--- src/rtl/div_unit.sv ---
// rtl/div_unit.sv - iterative restoring divider for DIV/DIVU, one quotient bit per clock
//
// Purpose:
//   Multi-cycle divider that sits beside EX and feeds HI/LO. The pipeline
//   issues an operation with a one-cycle start, stalls while busy_o is high,
//   and writes LO/HI when done_o pulses.
//
// Ports:
//   clk_i        in   clock, rising edge
//   rst_ni       in   asynchronous active-low reset
//   start_i      in   capture operands and begin (accepted in IDLE or DONE)
//   signed_i     in   1 = signed DIV, 0 = unsigned DIVU (sampled with start_i)
//   dividend_i   in   dividend (sampled with start_i)
//   divisor_i    in   divisor (sampled with start_i)
//   flush_i      in   abort the current operation, outputs left untouched
//   busy_o       out  operation in progress
//   done_o       out  one-cycle pulse, quotient_o/remainder_o valid
//   quotient_o   out  quotient (LO)
//   remainder_o  out  remainder (HI)

module div_unit #(
  parameter int Width = 32
) (
  input  logic             clk_i,
  input  logic             rst_ni,
  input  logic             start_i,
  input  logic             signed_i,
  input  logic [Width-1:0] dividend_i,
  input  logic [Width-1:0] divisor_i,
  input  logic             flush_i,
  output logic             busy_o,
  output logic             done_o,
  output logic [Width-1:0] quotient_o,
  output logic [Width-1:0] remainder_o
);

  localparam int CntW = $clog2(Width + 1);

  typedef enum logic [1:0] {
    S_IDLE,
    S_CALC,
    S_DONE
  } state_t;

  state_t           state_q;
  logic [CntW-1:0]  cnt_q;
  logic [Width-1:0] quo_q;       // dividend magnitude shifting out, quotient shifting in
  logic [Width-1:0] rem_q;       // partial remainder, always < divisor after each step
  logic [Width-1:0] dvs_q;       // divisor magnitude
  logic [Width-1:0] dvd_raw_q;   // original dividend, returned as remainder on divide by zero
  logic             neg_quo_q;
  logic             neg_rem_q;
  logic             div_zero_q;

  logic             dvd_neg;
  logic             dvs_neg;
  logic [Width-1:0] dvd_mag;
  logic [Width-1:0] dvs_mag;
  logic [Width:0]   rem_sh;
  logic [Width:0]   diff;
  logic             fits;
  logic [Width-1:0] quo_fix;
  logic [Width-1:0] rem_fix;

  assign dvd_neg = signed_i & dividend_i[Width-1];
  assign dvs_neg = signed_i & divisor_i[Width-1];
  // Negating the most-negative value wraps to itself, which is the correct
  // unsigned magnitude, so overflow needs no special case.
  assign dvd_mag = dvd_neg ? (~dividend_i + 1'b1) : dividend_i;
  assign dvs_mag = dvs_neg ? (~divisor_i + 1'b1) : divisor_i;

  // The shifted partial remainder needs Width+1 bits; the MSB of the
  // trial difference is the borrow that decides restore vs keep.
  assign rem_sh = {rem_q, quo_q[Width-1]};
  assign diff   = rem_sh - {1'b0, dvs_q};
  assign fits   = ~diff[Width];

  assign quo_fix = neg_quo_q ? (~quo_q + 1'b1) : quo_q;
  assign rem_fix = neg_rem_q ? (~rem_q + 1'b1) : rem_q;

  always_ff @(posedge clk_i or negedge rst_ni) begin
    if (!rst_ni) begin
      state_q     <= S_IDLE;
      cnt_q       <= '0;
      quo_q       <= '0;
      rem_q       <= '0;
      dvs_q       <= '0;
      dvd_raw_q   <= '0;
      neg_quo_q   <= 1'b0;
      neg_rem_q   <= 1'b0;
      div_zero_q  <= 1'b0;
      busy_o      <= 1'b0;
      done_o      <= 1'b0;
      quotient_o  <= '0;
      remainder_o <= '0;
    end else begin
      done_o <= 1'b0;
      unique case (state_q)
        S_IDLE, S_DONE: begin
          if (flush_i) begin
            state_q <= S_IDLE;
          end else if (start_i) begin
            quo_q      <= dvd_mag;
            dvs_q      <= dvs_mag;
            rem_q      <= '0;
            dvd_raw_q  <= dividend_i;
            neg_quo_q  <= dvd_neg ^ dvs_neg;
            neg_rem_q  <= dvd_neg;
            div_zero_q <= (divisor_i == '0);
            cnt_q      <= CntW'(Width);
            busy_o     <= 1'b1;
            state_q    <= S_CALC;
          end else begin
            state_q <= S_IDLE;
          end
        end
        S_CALC: begin
          if (flush_i) begin
            busy_o  <= 1'b0;
            state_q <= S_IDLE;
          end else if (cnt_q != '0) begin
            rem_q <= fits ? diff[Width-1:0] : rem_sh[Width-1:0];
            quo_q <= {quo_q[Width-2:0], fits};
            cnt_q <= cnt_q - CntW'(1);
          end else begin
            // Extra cycle after the last iteration registers the
            // sign-corrected results.
            quotient_o  <= div_zero_q ? '1 : quo_fix;
            remainder_o <= div_zero_q ? dvd_raw_q : rem_fix;
            done_o      <= 1'b1;
            busy_o      <= 1'b0;
            state_q     <= S_DONE;
          end
        end
        default: begin
          busy_o  <= 1'b0;
          state_q <= S_IDLE;
        end
      endcase
    end
  end

endmodule

--- config.mk ---
export PLATFORM = sky130hd
export DESIGN_NAME = div_unit
export DESIGN_NICKNAME = d
export VERILOG_FILES = /design/src/rtl/div_unit.sv
export SDC_FILE = /design/constraint.sdc
export NUM_CORES = 1
export LEC_CHECK = 0
export BUFFER_PORTS_ARGS = -buffer_cell sky130_fd_sc_hd__buf_2
export CELL_PAD_IN_SITES_DETAIL_PLACEMENT = 1
export CELL_PAD_IN_SITES_GLOBAL_PLACEMENT = 1
export CORE_AREA = 2 2 179 181
export CTS_CLUSTER_DIAMETER = 30
export DETAILED_ROUTE_END_ITERATION = 16
export DIE_AREA = 0 0 181 183
export PLACE_DENSITY_LB_ADDON = 0.3
export SYNTH_ARGS = -nofsm -noshare
export SYNTH_HDL_FRONTEND = slang
export SYNTH_SLANG_ARGS = --single-unit
--- constraint.sdc ---
create_clock -name clk_i -period 9 [get_ports clk_i]
set_input_delay 1.8 -clock clk_i [delete_from_list [all_inputs] [get_ports clk_i]]
set_output_delay 1.8 -clock clk_i [all_outputs]
set_load 0.005 [all_outputs]
==> results.toml, run 1 <==
[min_path]
hold_depth = 2
hp-start = "quotient_o[0]"
hp-class = "reg2reg"
min_to = "quotient_o[0]"

[clock_tree]
post_cts_buffers = 0
cts_tree = "done"
cts_buffer_depth = 3
cts.repair.resized = 0
cts_buffers = 46
holdBufCountCts = 0
cts-root-buf = "clkbuf_16"
htree_levels = 2
clock_latency_ps = 540
clock-sinks = 205
clkTransAtPathRegs_ps = 50

[global_routing]
antenna_found_initial = 0
grt_max_degree = 87
track_usage = 0.217
grt_pass1_wl_um = 59100
grt_overflow_total = 0
grt_pass1_vias = 11400

[synth]
synth.top_cell.area_share = 0.414
synthCells = 1476
ys_top_cells_by_area = "dfrtp_1, o21ai_0, nand2_1"
syn_area_um2 = 12400
synth_edf_count = 0
syn_nets = 1584
synthFlopType = "dfrtp_1"
avgSynthCellArea_um2 = 8.39
synth_cell_types = 56
ys_seq_area_frac = 0.414
ys_seq_elements = 205
yosysWarnings = 0
synthArstFlopShare = 1.00
synth_top_area_cell = "dfrtp_1"

[sta]
fin_crit_ps = 4110
fin_setup_tns_ps = 0
maxSlewViolCount = 0
skew_ps = 22.4
slew_headroom = 0.236
min_period_over_period = 0.457
max_freq_mhz = 243
final-setup-viol-count = 0
worst_slack_ps = 4890
grt_setup_unrepaired = "no"
tightest_slew_ps = 1150
hold_violations = 0

[floorplan]
die_y_um = 183
num_rows = 65
core_area_um2 = 31200
pin_count = 135
die_width_um = 181
start_util = 0.396
die_area_um2 = 33100

[finish]
nFillCells = 3734
utilization = 0.480
layout_common_cells = "nand2_1, dfrtp_1, o21ai_0, buf_2, nor2_1"
syn_to_final_growth_pct = 21.2
drive_above_1_share = 0.151
mostFrequentLayoutCell = "nand2_1"
final_area_um2 = 15000
seqCellArea_um2 = 5130
multi_input_area_um2 = 6770
nets = 1698
antennaDiodeCount = 0

[power]
leakagePower_nw = 7.08
fin_total_pwr_mw = 4.97
ir_drop_uv = 153
powerDensity_nw_per_um2 = 331

[setup_path]
path_max_fanout = 30
cp.arrival_ps = 4530
worstPathRequired_ps = 9420
crit_top_cell = "o21ai_0"
cp-start-kind = "flip-flop"
worst_setup_path_end_kind = "flip-flop"
crit_type = "reg2reg"
reg2reg_to = "rem_q[30]"
cp_slowest_stage_delay_ps = 510
crit_chain = "inv_1 > ha_1 > fa_1 > nand2b_1 > a21oi_1 > o21ai_0 > nand3_1 > a211oi_1 > o31ai_1 > xor2_4 > buf_4 > nand2_1 > o21ai_0"
reg2reg_slack_ps = 4890
r2r-start = "quo_q[31]"
critPathSlowestCell = "o31ai_1"
worstRegToRegCells = 13

[placement]
dpl-instance-area_um2 = 13400
dpl.hpwl_um = 25600
portBuffers = 134
gp_congestion = 0.865
dp_slack_ps = 4460

[routing]
viasPerCell = 5.40
first_pass_iters = 5
wirelength_um = 35800
initialDrtViolationCount = 505
drcViolationCount = 0
via_count = 11000
ant_nets = 0
routedWlPerCell_um = 17.7

[job]
drv_cap = 0

[outcome]
outcome = "finished, final reports clean"
==> registers in the layout, summed over array words and instances (netlist names) <==
name	flops
neg_quo_q	1
dvs_q	32
quo_q	32
done_o	1
neg_rem_q	1
dvd_raw_q	32
cnt_q	6
state_q	2
div_zero_q	1
rem_q	32
quotient_o	32
remainder_o	32
busy_o	1
==> how the worst max path moves through the flow <==
| stage | from | to | slack, ps | cells after the start |
|---|---|---|---|---|
| after floorplan | divisor_i[6] | dvs_q[29] | 5050 | 9 |
| after global placement | dividend_i[8] | quo_q[28] | 4630 | 9 |
| after detailed placement | dividend_i[4] | quo_q[25] | 4460 | 11 |
| after CTS | quo_q[31] | rem_q[30] | 4880 | 13 |
| after global routing | quo_q[31] | rem_q[30] | 4530 | 13 |
| final | quo_q[31] | rem_q[30] | 4890 | 13 |
==> metal layers <==
metal	wire, µm	share of wire	GRT usage
met4	911	0.025	0.0660
met1	16800	0.47	0.288
met5	0	0	0
met3	1370	0.038	0.0306
met2	16800	0.47	0.368
==> report_power, final <==
part	internal [mW]	switching, mW
clock network	1.19	0.542
registers	1.20	0.299
logic	0.728	1.01
==> logic make-up (layout without fill, tap and decap cells) <==
| kind of cell | count (synthesis) | in the layout | share of synthesized area |
|---|---|---|---|
| compound gates | 421 | 421 | 0.197 |
| flops | 205 | 205 | 0.414 |
| fa+ha+maj | 39 | 39 | 0.0400 |
| buf+inv | 136 | 287 | 0.0415 |
| mux | 27 | 27 | 0.0219 |
| xor+xnor | 151 | 151 | 0.107 |
| simple gates | 497 | 497 | 0.178 |
==> per-stage QoR <==
step | hold slack, ps | std cells
6_report | 465 | 2029
5_1_grt | 489 | 2029
4_1_cts | 470 | 2029
3_5_place_dp | 460 | 1944
3_3_place_gp | 458 | 1944
2_1_floorplan | 446 | 1476
==> cells in the mapped netlist (18+ instances only) <==
| cell type | number |
|---|---|
| nand3_1 | 38 |
| nand2_1 | 237 |
| a22oi_1 | 29 |
| o21ai_0 | 184 |
| dfrtp_1 | 205 |
| mux2i_1 | 26 |
| ha_1 | 38 |
| nor2_1 | 118 |
| xor2_1 | 91 |
| inv_1 | 57 |
| xnor2_1 | 60 |
| o31ai_1 | 22 |
| a21o_1 | 18 |
| a21oi_1 | 114 |
| nor3_1 | 22 |
| clkbuf_1 | 72 |
==> critical path: cells and delay by family, from the launching register on <==
kind | cells | cell delay [ps]
compound gates | 5 | 1370
simple gates | 3 | 710
fa+ha+maj | 2 | 640
buf+inv | 2 | 590
flops | 1 | 390
xor+xnor | 1 | 290
==> final cells by class <==
class,count,share of cell area
Tap cell,402,0.0335
Timing Repair Buffer,145,0.0508
Multi-Input combinational cell,1135,0.451
Clock inverter,28,0.0247
Inverter,57,0.0143
Sequential cell,205,0.342
Clock buffer,57,0.0835
No activity file was read; power rests on OpenSTA's default activity.
==> inputs of run 2 (changes only) <==
--- a/config.mk
+++ b/config.mk
@@ -5,13 +5,14 @@
 export SDC_FILE = /design/constraint.sdc
 export NUM_CORES = 1
 export LEC_CHECK = 0
+export ABC_AREA = 1
 export BUFFER_PORTS_ARGS = -buffer_cell sky130_fd_sc_hd__buf_2
 export CELL_PAD_IN_SITES_DETAIL_PLACEMENT = 1
 export CELL_PAD_IN_SITES_GLOBAL_PLACEMENT = 1
-export CORE_AREA = 2 2 179 181
+export CORE_AREA = 2 2 197 199
 export CTS_CLUSTER_DIAMETER = 30
 export DETAILED_ROUTE_END_ITERATION = 16
-export DIE_AREA = 0 0 181 183
+export DIE_AREA = 0 0 199 201
 export PLACE_DENSITY_LB_ADDON = 0.3
 export SYNTH_ARGS = -nofsm -noshare
 export SYNTH_HDL_FRONTEND = slang
==> constraint.sdc (replaced) <==
create_clock -name clk_i -period 3.4 [get_ports clk_i]
set_input_delay 0.68 -clock clk_i [delete_from_list [all_inputs] [get_ports clk_i]]
set_output_delay 0.68 -clock clk_i [all_outputs]
set_load 0.005 [all_outputs]
==> run 2 against run 1 <==
Against the previous run: non-clock buffer count increased by 16; sequential power rose to 2.6 times the previous value; synthesized cell count increased by 51%; largest power group is now clock; largest cell class unchanged; critical path type unchanged.
==> results.toml, run 2 <==
[clock_tree]
cts_buffers = 57
post_cts_buffers = 0
holdBufCountCts = 0
cts_buffer_depth = 3
cts_tree = "done"
clkTransAtPathRegs_ps = 50
clock_latency_ps = 600
cts.repair.resized = 0
htree_levels = 2
cts-root-buf = "clkbuf_16"
clock-sinks = 205

[routing]
drcViolationCount = 0
first_pass_iters = 5
ant_nets = 0
initialDrtViolationCount = 978
wirelength_um = 56900
via_count = 15600
routedWlPerCell_um = 19.3
viasPerCell = 5.29

[synth]
yosysWarnings = 0
synth_top_area_cell = "dfrtp_1"
synth.top_cells.by_count = "nand2_1, inv_1, nand3_1"
syn_nets = 2342
synth.top_cell.area_share = 0.350
ys_seq_elements = 205
avgSynthCellArea_um2 = 6.56
synthFlopType = "dfrtp_1"
synthCells = 2234
ys_top_cells_by_area = "dfrtp_1, nand2_1, inv_1"
synthArstFlopShare = 1.00
synth_cell_types = 51
syn_area_um2 = 14700
synth_edf_count = 0
ys_seq_area_frac = 0.350
synth.most_common_cell = "nand2_1"

[placement]
gp_congestion = 0.926
dp_slack_ps = 571
portBuffers = 134
dpl.hpwl_um = 43500

[finish]
drive_above_1_share = 0.124
utilization = 0.470
mostFrequentLayoutCell = "nand2_1"
layout_common_cells = "nand2_1, inv_1, nand3_1, dfrtp_1, nor2_1"
nets = 2491
syn_to_final_growth_pct = 22.2

[power]
powerDensity_nw_per_um2 = 758
switchingPower_mw = 5.05
fin_total_pwr_mw = 13.6
switching_share = 0.372
seqPwrFrac = 0.283
pwr-share-comb = 0.311
ir_drop_uv = 482
leakagePower_nw = 9.61
p_int_mw = 8.52
clkPwrFrac = 0.406

[floorplan]
num_rows = 72
die_area_um2 = 40000
core_area_um2 = 38100
die_width_um = 199
start_util = 0.385
pin_count = 135
die_y_um = 201

[global_routing]
grt_pass1_vias = 16300
grt_pass1_wl_um = 89900
grt_overflow_total = 0
grt_max_degree = 110
antenna_found_initial = 0
track_usage = 0.289

[sta]
skew_ps = 32.9
tightest_slew_ps = 813
min_period_over_period = 0.856
fin_setup_tns_ps = 0
max_freq_mhz = 344
grt_setup_unrepaired = "no"
worst_slack_ps = 489
hold_violations = 0
fin_crit_ps = 2910
final-setup-viol-count = 0
maxSlewViolCount = 0
slew_headroom = 0.458

[setup_path]
cp.arrival_ps = 3360
worst_setup_path_end_kind = "flip-flop"
cp-start-kind = "flip-flop"
reg2reg_slack_ps = 490
reg2reg_to = "rem_q[31]"
path_max_fanout = 16
worstRegToRegCells = 17
r2r-start = "quo_q[31]"
worstPathRequired_ps = 3850
crit_type = "reg2reg"

[outcome]
outcome = "finished, final reports clean"

[min_path]
hp-class = "in2async"

[job]
drv_cap = 0
run 2: final cells by class:
cell class	instances	area, µm²
diodes	3	7.51
inverters	313	1170
well taps	518	648
clock buffers	81	1680
multi-input cells	1645	8020
clock inverters	21	319
flip-flops and latches	205	5130
fillers	5009	20200
repair buffers	161	921
run 2: kinds of logic (layout without fill, tap and decap cells):
logic type | after synthesis | in the layout | synth area share
fa+ha+maj | 39 | 39 | 0.0338
xor+xnor | 54 | 54 | 0.0323
buf+inv | 384 | 576 | 0.103
flops | 205 | 205 | 0.350
simple gates | 1261 | 1261 | 0.365
other cells | 0 | 3 | 0
compound gates | 291 | 291 | 0.115
run 2: per-layer routing:
layer	track usage	share of wire	up-vias
li1	-	-	7461
met1	0.397	0.45	7646
met2	0.471	0.47	394
met3	0.0390	0.051	91
met4	0.0941	0.027	0
met5	0	0	-
run 2: worst max path at each step:
stage,start,end,slack [ps],depth (start not counted)
after global routing,quo_q[31],rem_q[31],290,17
after global placement,quo_q[31],quo_q[0],630,15
after detailed placement,quo_q[31],rem_q[31],570,17
after CTS,quo_q[31],rem_q[31],540,17
after floorplan,quo_q[31],rem_q[9],1180,18
final,quo_q[31],rem_q[31],490,17
run 2: power by group through the flow:
stage,clock network [mW],registers [mW],logic (mW)
6_report,5.51,3.84,4.22
5_1_grt,5.73,3.92,4.75
4_1_cts,5.57,3.82,4.22
3_5_place_dp,0,3.83,4.15
3_3_place_gp,0,3.82,4.03
2_1_floorplan,0,3.63,2.64
run 2: metrics by stage:
stage                     hold slack [ps]  area, µm²  cells
after global routing                  164      17900   2944
after global placement                460      15900   2842
after floorplan                       384      14700   2234
after detailed placement              465      15900   2842
after CTS                             148      17900   2944
final                                 101      17900   2947
run 2: critical path, cell delays in order (launching register included):
cell and delay, ps:
dfrtp_1 390, inv_1 140, ha_1 260, fa_1 430, inv_1 120, nand2_1 60
nand2_1 80, nand3_1 90, nand2_2 140, nand2_2 70, nand2_2 100, nand2_4 90
nand2_4 110, nand2_4 150, nand3_1 320, nand2_1 90, nand2_1 70, nand2_1 60
